`config.mk`:
```
export PLATFORM = sky130hd
export DESIGN_NAME = rr_pipe_arbiter_flat
export DESIGN_NICKNAME = d
export VERILOG_FILES = /design/src/rtl/rr_pipe_arbiter_pkg.sv /design/src/rtl/rr_pipe_arbiter_if.sv /design/src/rtl/rr_pipe_arbiter_pick.sv /design/src/rtl/rr_pipe_arbiter.sv /design/src/flat_wrapper.sv
export SDC_FILE = /design/constraint.sdc
export NUM_CORES = 1
export LEC_CHECK = 0
export BUFFER_PORTS_ARGS = -buffer_cell sky130_fd_sc_hd__buf_4
export CORE_AREA = 5 5 42 44
export DETAILED_ROUTE_END_ITERATION = 6
export DIE_AREA = 0 0 47 49
export HOLD_SLACK_MARGIN = 0.05
export PLACE_DENSITY = 0.71
export SETUP_SLACK_MARGIN = 0.1
export SKIP_CTS_REPAIR_TIMING = 1
export SLEW_MARGIN = 20
export SYNTH_ARGS = -nofsm -noshare
export SYNTH_HDL_FRONTEND = slang
export SYNTH_SLANG_ARGS = --single-unit
```
`constraint.sdc`:
```
create_clock -name sys_clk -period 4.7 [get_ports sys_clk]
set_clock_uncertainty 0.2 [all_clocks]
set_input_delay 0.705 -clock sys_clk [delete_from_list [all_inputs] [get_ports sys_clk]]
set_output_delay 0.705 -clock sys_clk [all_outputs]
set_load 0.01 [all_outputs]
```
`src/rtl/rr_pipe_arbiter_pkg.sv`:
```
// Shared definitions for the round-robin pipe arbiter: default sizes, beat type,
// and the rotating-pointer wrap helper.
package rr_pipe_arbiter_pkg;

  localparam int unsigned DEF_NUM_REQ = 4;
  localparam int unsigned DEF_DATA_W  = 3;

  typedef logic [DEF_DATA_W-1:0] beat_t;

  // Pointer moves to the requester just after the one granted, wrapping to 0.
  function automatic int unsigned rr_wrap(int unsigned sel, int unsigned num_req);
    return (sel == num_req - 1) ? 0 : sel + 1;
  endfunction

endpackage

```
`src/rtl/rr_pipe_arbiter_if.sv`:
```
// Upstream multi-requester and downstream single-slot valid/ready bundle.
// The slave modport is the arbiter; the master modport is its environment.
interface rr_pipe_arbiter_if #(
  parameter int unsigned NUM_REQ = rr_pipe_arbiter_pkg::DEF_NUM_REQ,
  parameter int unsigned DATA_W  = rr_pipe_arbiter_pkg::DEF_DATA_W
);
  localparam int unsigned ID_W = $clog2(NUM_REQ);

  logic [NUM_REQ-1:0]        valid_up;
  logic [NUM_REQ*DATA_W-1:0] data_up;
  logic [NUM_REQ-1:0]        ready_up;
  logic                      valid_down;
  logic [DATA_W-1:0]         data_down;
  logic [ID_W-1:0]           src_id;
  logic                      ready_down;

  modport slave (
    input  valid_up, data_up, ready_down,
    output ready_up, valid_down, data_down, src_id
  );

  modport master (
    output valid_up, data_up, ready_down,
    input  ready_up, valid_down, data_down, src_id
  );

endinterface

```
`src/rtl/rr_pipe_arbiter_pick.sv`:
```
// Rotating priority encoder: first set bit of i_valid searching from i_ptr upward,
// wrapping past NUM_REQ-1 back to 0.
module rr_pick
  import rr_pipe_arbiter_pkg::*;
#(
  parameter int unsigned NUM_REQ = DEF_NUM_REQ,
  localparam int unsigned ID_W   = $clog2(NUM_REQ)
) (
  input  logic [NUM_REQ-1:0] i_valid,
  input  logic [ID_W-1:0]    i_ptr,
  output logic [ID_W-1:0]    o_sel,
  output logic               o_any
);

  always_comb begin
    int unsigned idx;
    o_sel = '0;
    o_any = 1'b0;
    for (int unsigned k = 0; k < NUM_REQ; k++) begin
      idx = (32'(i_ptr) + k) % NUM_REQ;
      if (!o_any && i_valid[ID_W'(idx)]) begin
        o_any = 1'b1;
        o_sel = ID_W'(idx);
      end
    end
  end

endmodule

```
`src/rtl/rr_pipe_arbiter.sv`:
```
// Round-robin arbiter sharing one registered valid/ready slot between NUM_REQ masters.
// Slot refills in the same cycle it drains; ptr advances only on an upstream accept.
module rr_pipe_arbiter
  import rr_pipe_arbiter_pkg::*;
#(
  parameter int unsigned NUM_REQ = DEF_NUM_REQ,
  parameter int unsigned DATA_W  = DEF_DATA_W
) (
  input logic              sys_clk,
  input logic              rst_n,
  rr_pipe_arbiter_if.slave io_bus
);

  localparam int unsigned ID_W = $clog2(NUM_REQ);

  logic              r_valid;
  logic [DATA_W-1:0] r_data;
  logic [ID_W-1:0]   r_src_id;
  logic [ID_W-1:0]   r_ptr;

  logic [ID_W-1:0]   w_sel;
  logic              w_any;
  logic              w_slot_free;
  logic              w_up_xfer;

  rr_pick #(
    .NUM_REQ (NUM_REQ)
  ) u_pick (
    .i_valid (io_bus.valid_up),
    .i_ptr   (r_ptr),
    .o_sel   (w_sel),
    .o_any   (w_any)
  );

  assign w_slot_free = !r_valid || io_bus.ready_down;
  // rst_n gating keeps ready_up low while reset is held, even though the slot reads free.
  assign w_up_xfer   = rst_n && w_any && w_slot_free;

  always_comb begin
    io_bus.ready_up = '0;
    if (w_up_xfer) io_bus.ready_up[w_sel] = 1'b1;
  end

  always_ff @(posedge sys_clk or negedge rst_n) begin
    if (!rst_n) begin
      r_valid  <= 1'b0;
      r_data   <= '0;
      r_src_id <= '0;
      r_ptr    <= '0;
    end else if (w_up_xfer) begin
      r_valid  <= 1'b1;
      r_data   <= io_bus.data_up[w_sel*DATA_W +: DATA_W];
      r_src_id <= w_sel;
      r_ptr    <= ID_W'(rr_wrap(32'(w_sel), NUM_REQ));
    end else if (io_bus.ready_down) begin
      r_valid  <= 1'b0;
    end
  end

  assign io_bus.valid_down = r_valid;
  assign io_bus.data_down  = r_data;
  assign io_bus.src_id     = r_src_id;

endmodule

```
`src/flat_wrapper.sv`:
```
// flat-port wrapper written by rule: the top's interface ports become plain ports
module rr_pipe_arbiter_flat import rr_pipe_arbiter_pkg::*;
#(
  parameter int unsigned NUM_REQ = DEF_NUM_REQ,
  parameter int unsigned DATA_W  = DEF_DATA_W
)
  (sys_clk, rst_n, io_bus_valid_up, io_bus_data_up, io_bus_ready_down, io_bus_ready_up, io_bus_valid_down, io_bus_data_down, io_bus_src_id);
  rr_pipe_arbiter_if #(.NUM_REQ(NUM_REQ), .DATA_W(DATA_W)) io_bus_i ();
  input logic sys_clk;
  input logic rst_n;
  input wire logic [$bits(io_bus_i.valid_up)-1:0] io_bus_valid_up;
  input wire logic [$bits(io_bus_i.data_up)-1:0] io_bus_data_up;
  input wire logic [$bits(io_bus_i.ready_down)-1:0] io_bus_ready_down;
  output wire logic [$bits(io_bus_i.ready_up)-1:0] io_bus_ready_up;
  output wire logic [$bits(io_bus_i.valid_down)-1:0] io_bus_valid_down;
  output wire logic [$bits(io_bus_i.data_down)-1:0] io_bus_data_down;
  output wire logic [$bits(io_bus_i.src_id)-1:0] io_bus_src_id;
  assign io_bus_i.valid_up = io_bus_valid_up;
  assign io_bus_i.data_up = io_bus_data_up;
  assign io_bus_i.ready_down = io_bus_ready_down;
  assign io_bus_ready_up = io_bus_i.ready_up;
  assign io_bus_valid_down = io_bus_i.valid_down;
  assign io_bus_data_down = io_bus_i.data_down;
  assign io_bus_src_id = io_bus_i.src_id;
  rr_pipe_arbiter #(.NUM_REQ(NUM_REQ), .DATA_W(DATA_W)) u_core (.sys_clk(sys_clk), .rst_n(rst_n), .io_bus(io_bus_i));
endmodule
```
==> impl_metrics.sql <==
INSERT INTO impl_metrics (metric_group, metric, value, unit) VALUES
('run_status', 'outcome', 'finished clean', ''),
('synthesis', 'syn_area_per_cell', '9.45', 'µm²'),
('detailed_routing', 'drt_wl_total', '1.30', 'mm'),
('sta', 'finalHoldViolations', '0', ''),
('place', 'gpl.final_weighted_congestion', '0.711', ''),
('sta', 'tightest_slew', '0.664', 'ns'),
('die', 'design.core.area', '1400', 'µm²'),
('worst_setup_path', 'worst_path_required_time', '3.80', 'ns'),
('sta', 'grt_setup_unrepaired', 'false', ''),
('synthesis', 'postSynth.topFlopCell', 'sky130_fd_sc_hd__dfrtp_1', ''),
('worst_setup_path', 'cpMostUsedCell', 'sky130_fd_sc_hd__buf_4', ''),
('die', 'dieHeight', '49', 'µm'),
('finish', 'n_antenna_cell', '0', ''),
('die', 'design.die.area', '2300', 'µm²'),
('die', 'die_width', '47', 'µm'),
('worst_setup_path', 'timing.critical_path.cells', 'buf_4 > o41ai_1 > nand2b_1 > nor3_1 > buf_4', ''),
('clocking', 'worst_skew_pair.late_latency', '0.24', 'ns'),
('detailed_routing', 'route.vias.total', '513', ''),
('synthesis', 'post_synth_instance_area', '510', 'µm²'),
('global_route', 'grt_antenna_before_repair', '0', ''),
('place', 'post-dp-hpwl', '1.09', 'mm'),
('power_and_ir_drop', 'power.density_cell_area', '443', 'nW/µm²'),
('clocking', 'path_clk_slew', '0.05', 'ns'),
('synthesis', 'synthMostInstantiatedCell', 'sky130_fd_sc_hd__nand2_1', ''),
('synthesis', 'synthesis.instances', '54', ''),
('finish', 'syn_to_final_growth', '46.3', '%'),
('finish', 'num-nets-final', '104', ''),
('synthesis', 'ys_warn_count', '0', ''),
('synthesis', 'synth.net_count', '73', ''),
('detailed_routing', 'detail_route.vias_per_cell', '5.18', ''),
('clocking', 'numCtsBuffers', '3', ''),
('clocking', 'tritoncts', 'built', ''),
('detailed_routing', 'drtIter0Drc', '3', ''),
('sta', 'max_clock_freq', '345', 'MHz'),
('power_and_ir_drop', 'p_total', '331', 'µW'),
('detailed_routing', 'firstDrtPassIters', '4', ''),
('detailed_routing', 'avgRoutedWirePerCell', '13.1', 'µm'),
('clocking', 'cts.sink_count', '8', ''),
('global_route', 'globalRouteTotalUtil', '12.1', '%'),
('synthesis', 'netlist-cell-type-count', '22', ''),
('synthesis', 'synth-edff-count', '0', ''),
('synthesis', 'synth.yosys.seq_area_share', '39.2', '%'),
('worst_setup_path', 'r2r-end', 'u_core.io_bus.data_down[0]$_DFFE_PN0P_', ''),
('clocking', 'cts_htree_levels', '1', ''),
('synthesis', 'synth_top_cell_area_share', '39.2', '%'),
('global_route', 'first_pass_grt_wire_length', '2.01', 'mm'),
('synthesis', 'synth_top_cell_by_area', 'sky130_fd_sc_hd__dfrtp_1', ''),
('worst_setup_path', 'critical_path_peak_fanout', '11', ''),
('global_route', 'largest_net_degree_at_the_start_of_global_routing', '13', ''),
('worst_setup_path', 'r2r-start', 'u_core.r_ptr[0]$_DFFE_PN0P_', ''),
('finish', 'multiInputGateArea', '283', 'µm²'),
('hold_path', 'hold_path_class', 'input port to async pin', ''),
('worst_setup_path', 'crit_path_end_kind', 'output port', ''),
('power_and_ir_drop', 'ir_worst_vdd', '0.209', 'mV'),
('sta', 'final.min_clock_period', '2.90', 'ns'),
('sta', 'timing.final.max_slew_violations', '0', ''),
('worst_setup_path', 'ff2ff_path_depth', '5', ''),
('worst_setup_path', 'cp_data_arrival_time', '2.00', 'ns'),
('synthesis', 'async_flop_share', '100', '%'),
('worst_setup_path', 'worst_path_max_delay_cell', 'sky130_fd_sc_hd__o41ai_1', ''),
('finish', 'layout-drive-gt1-share', '44.6', '%'),
('synthesis', 'ys_seq_elements', '8', ''),
('sta', 'final_period_utilization', '61.7', '%'),
('finish', 'regArea', '200', 'µm²'),
('worst_setup_path', 'slowest_delay', '0.50', 'ns'),
('clocking', 'cts-root-to-sink-buffers', '2', ''),
('synthesis', 'synthTopCellsByCount', 'sky130_fd_sc_hd__nand2_1, sky130_fd_sc_hd__dfrtp_1, sky130_fd_sc_hd__mux2i_1, sky130_fd_sc_hd__o221ai_1', ''),
('worst_setup_path', 'setup.worst_path.start_class', 'input port', ''),
('detailed_routing', 'detail_route.drc_violations', '0', ''),
('clocking', 'cts_root_buffer', 'sky130_fd_sc_hd__clkbuf_4', ''),
('global_route', 'grt_pass1_vias', '505', '');
cell families after synthesis:
| group | share of synthesized area (%) |
|---|---|
| muxes | 11.8 |
| DFF | 39.2 |
| AOI/OAI and AO/OA | 20.6 |
| xor gates and xnor gates | 1.72 |
| and+or+nand+nor | 21.3 |
| buffers and inverters | 5.39 |
metal layers:
metal  vias up  GRT usage (%)  part of all wire (%)
met5         -              0                     0
met2        11           18.8                    51
met3         2           3.32                   6.3
met1       244           14.3                    42
met4         0           6.91                   1.2
li1        256              -                     -
cell type report:
cell class              count  area share, %
flip-flops and latches      8           26.8
repair buffers             28           28.1
inverters                   3           1.51
multi-input cells          41           37.9
clock buffers               3           3.02
well taps                  16           2.68
power breakdown:
part / switching (µW) / internal, µW
clock: 19.7 / 29.0
sequential: 18.0 / 94.9
combinational: 83.8 / 85.5
total: 121 / 209
critical path: cells and delay by family:
family,cells,cell delay [ns]
AOI/OAI and AO/OA,1,0.50
and+or+nand+nor,2,0.49
buffers and inverters,2,0.30
registers in the layout (all words and copies together) (netlist names):
register	cells
u_core.io_bus.src_id	2
u_core.r_ptr	2
u_core.io_bus.data_down	3
u_core.io_bus.valid_down	1
per-stage QoR:
| step | std cells | util [%] | setup WS (ns) | hold slack [ns] | area, µm² |
|---|---|---|---|---|---|
| after floorplan | 54 | - | 2.22 | 0.209 | 510 |
| after global placement | 96 | 51.7 | 1.84 | 0.277 | 724 |
| after detailed placement | 96 | 51.7 | 1.80 | 0.282 | 724 |
| after CTS | 99 | 53.3 | 1.80 | 0.0636 | 747 |
| after global routing | 99 | 53.3 | 1.65 | 0.0639 | 747 |
| final | 99 | 53.3 | 1.80 | 0.0696 | 747 |
placed cells by master, fill, tap and decap left out:
| cell | netlist | final |
|---|---|---|
| sky130_fd_sc_hd__clkbuf_4 | 0 | 3 |
| sky130_fd_sc_hd__o221a_2 | 1 | 1 |
| sky130_fd_sc_hd__a21o_1 | 1 | 1 |
| sky130_fd_sc_hd__or3_1 | 1 | 1 |
| sky130_fd_sc_hd__nand2b_1 | 2 | 2 |
| sky130_fd_sc_hd__xnor2_1 | 1 | 1 |
| sky130_fd_sc_hd__inv_2 | 1 | 1 |
| sky130_fd_sc_hd__nor2_1 | 2 | 2 |
| sky130_fd_sc_hd__nor3_1 | 3 | 3 |
| sky130_fd_sc_hd__o22ai_2 | 1 | 1 |
| sky130_fd_sc_hd__inv_1 | 2 | 2 |
| sky130_fd_sc_hd__a21oi_1 | 2 | 2 |
| sky130_fd_sc_hd__nand2_1 | 9 | 9 |
| sky130_fd_sc_hd__o41ai_1 | 1 | 1 |
| sky130_fd_sc_hd__mux2i_1 | 6 | 6 |
| sky130_fd_sc_hd__o221ai_1 | 4 | 4 |
| sky130_fd_sc_hd__buf_4 | 0 | 28 |
| sky130_fd_sc_hd__o21ai_0 | 1 | 1 |
| sky130_fd_sc_hd__and3_2 | 2 | 2 |
| sky130_fd_sc_hd__nor2b_1 | 3 | 3 |
| sky130_fd_sc_hd__dfrtp_1 | 8 | 8 |
| sky130_fd_sc_hd__a221oi_2 | 1 | 1 |
worst max-delay path by stage:
stage,slack (ns),endpoint,from
2_1_floorplan,2.22,io_bus_ready_up[1],io_bus_valid_up[0]
3_3_place_gp,1.84,io_bus_ready_up[1],io_bus_valid_up[1]
3_5_place_dp,1.80,io_bus_ready_up[3],io_bus_valid_up[1]
4_1_cts,1.80,io_bus_ready_up[3],io_bus_valid_up[1]
5_1_grt,1.65,io_bus_ready_up[3],io_bus_valid_up[1]
6_report,1.80,io_bus_ready_up[3],io_bus_valid_up[1]
No activity file was read; power rests on OpenSTA's default activity.
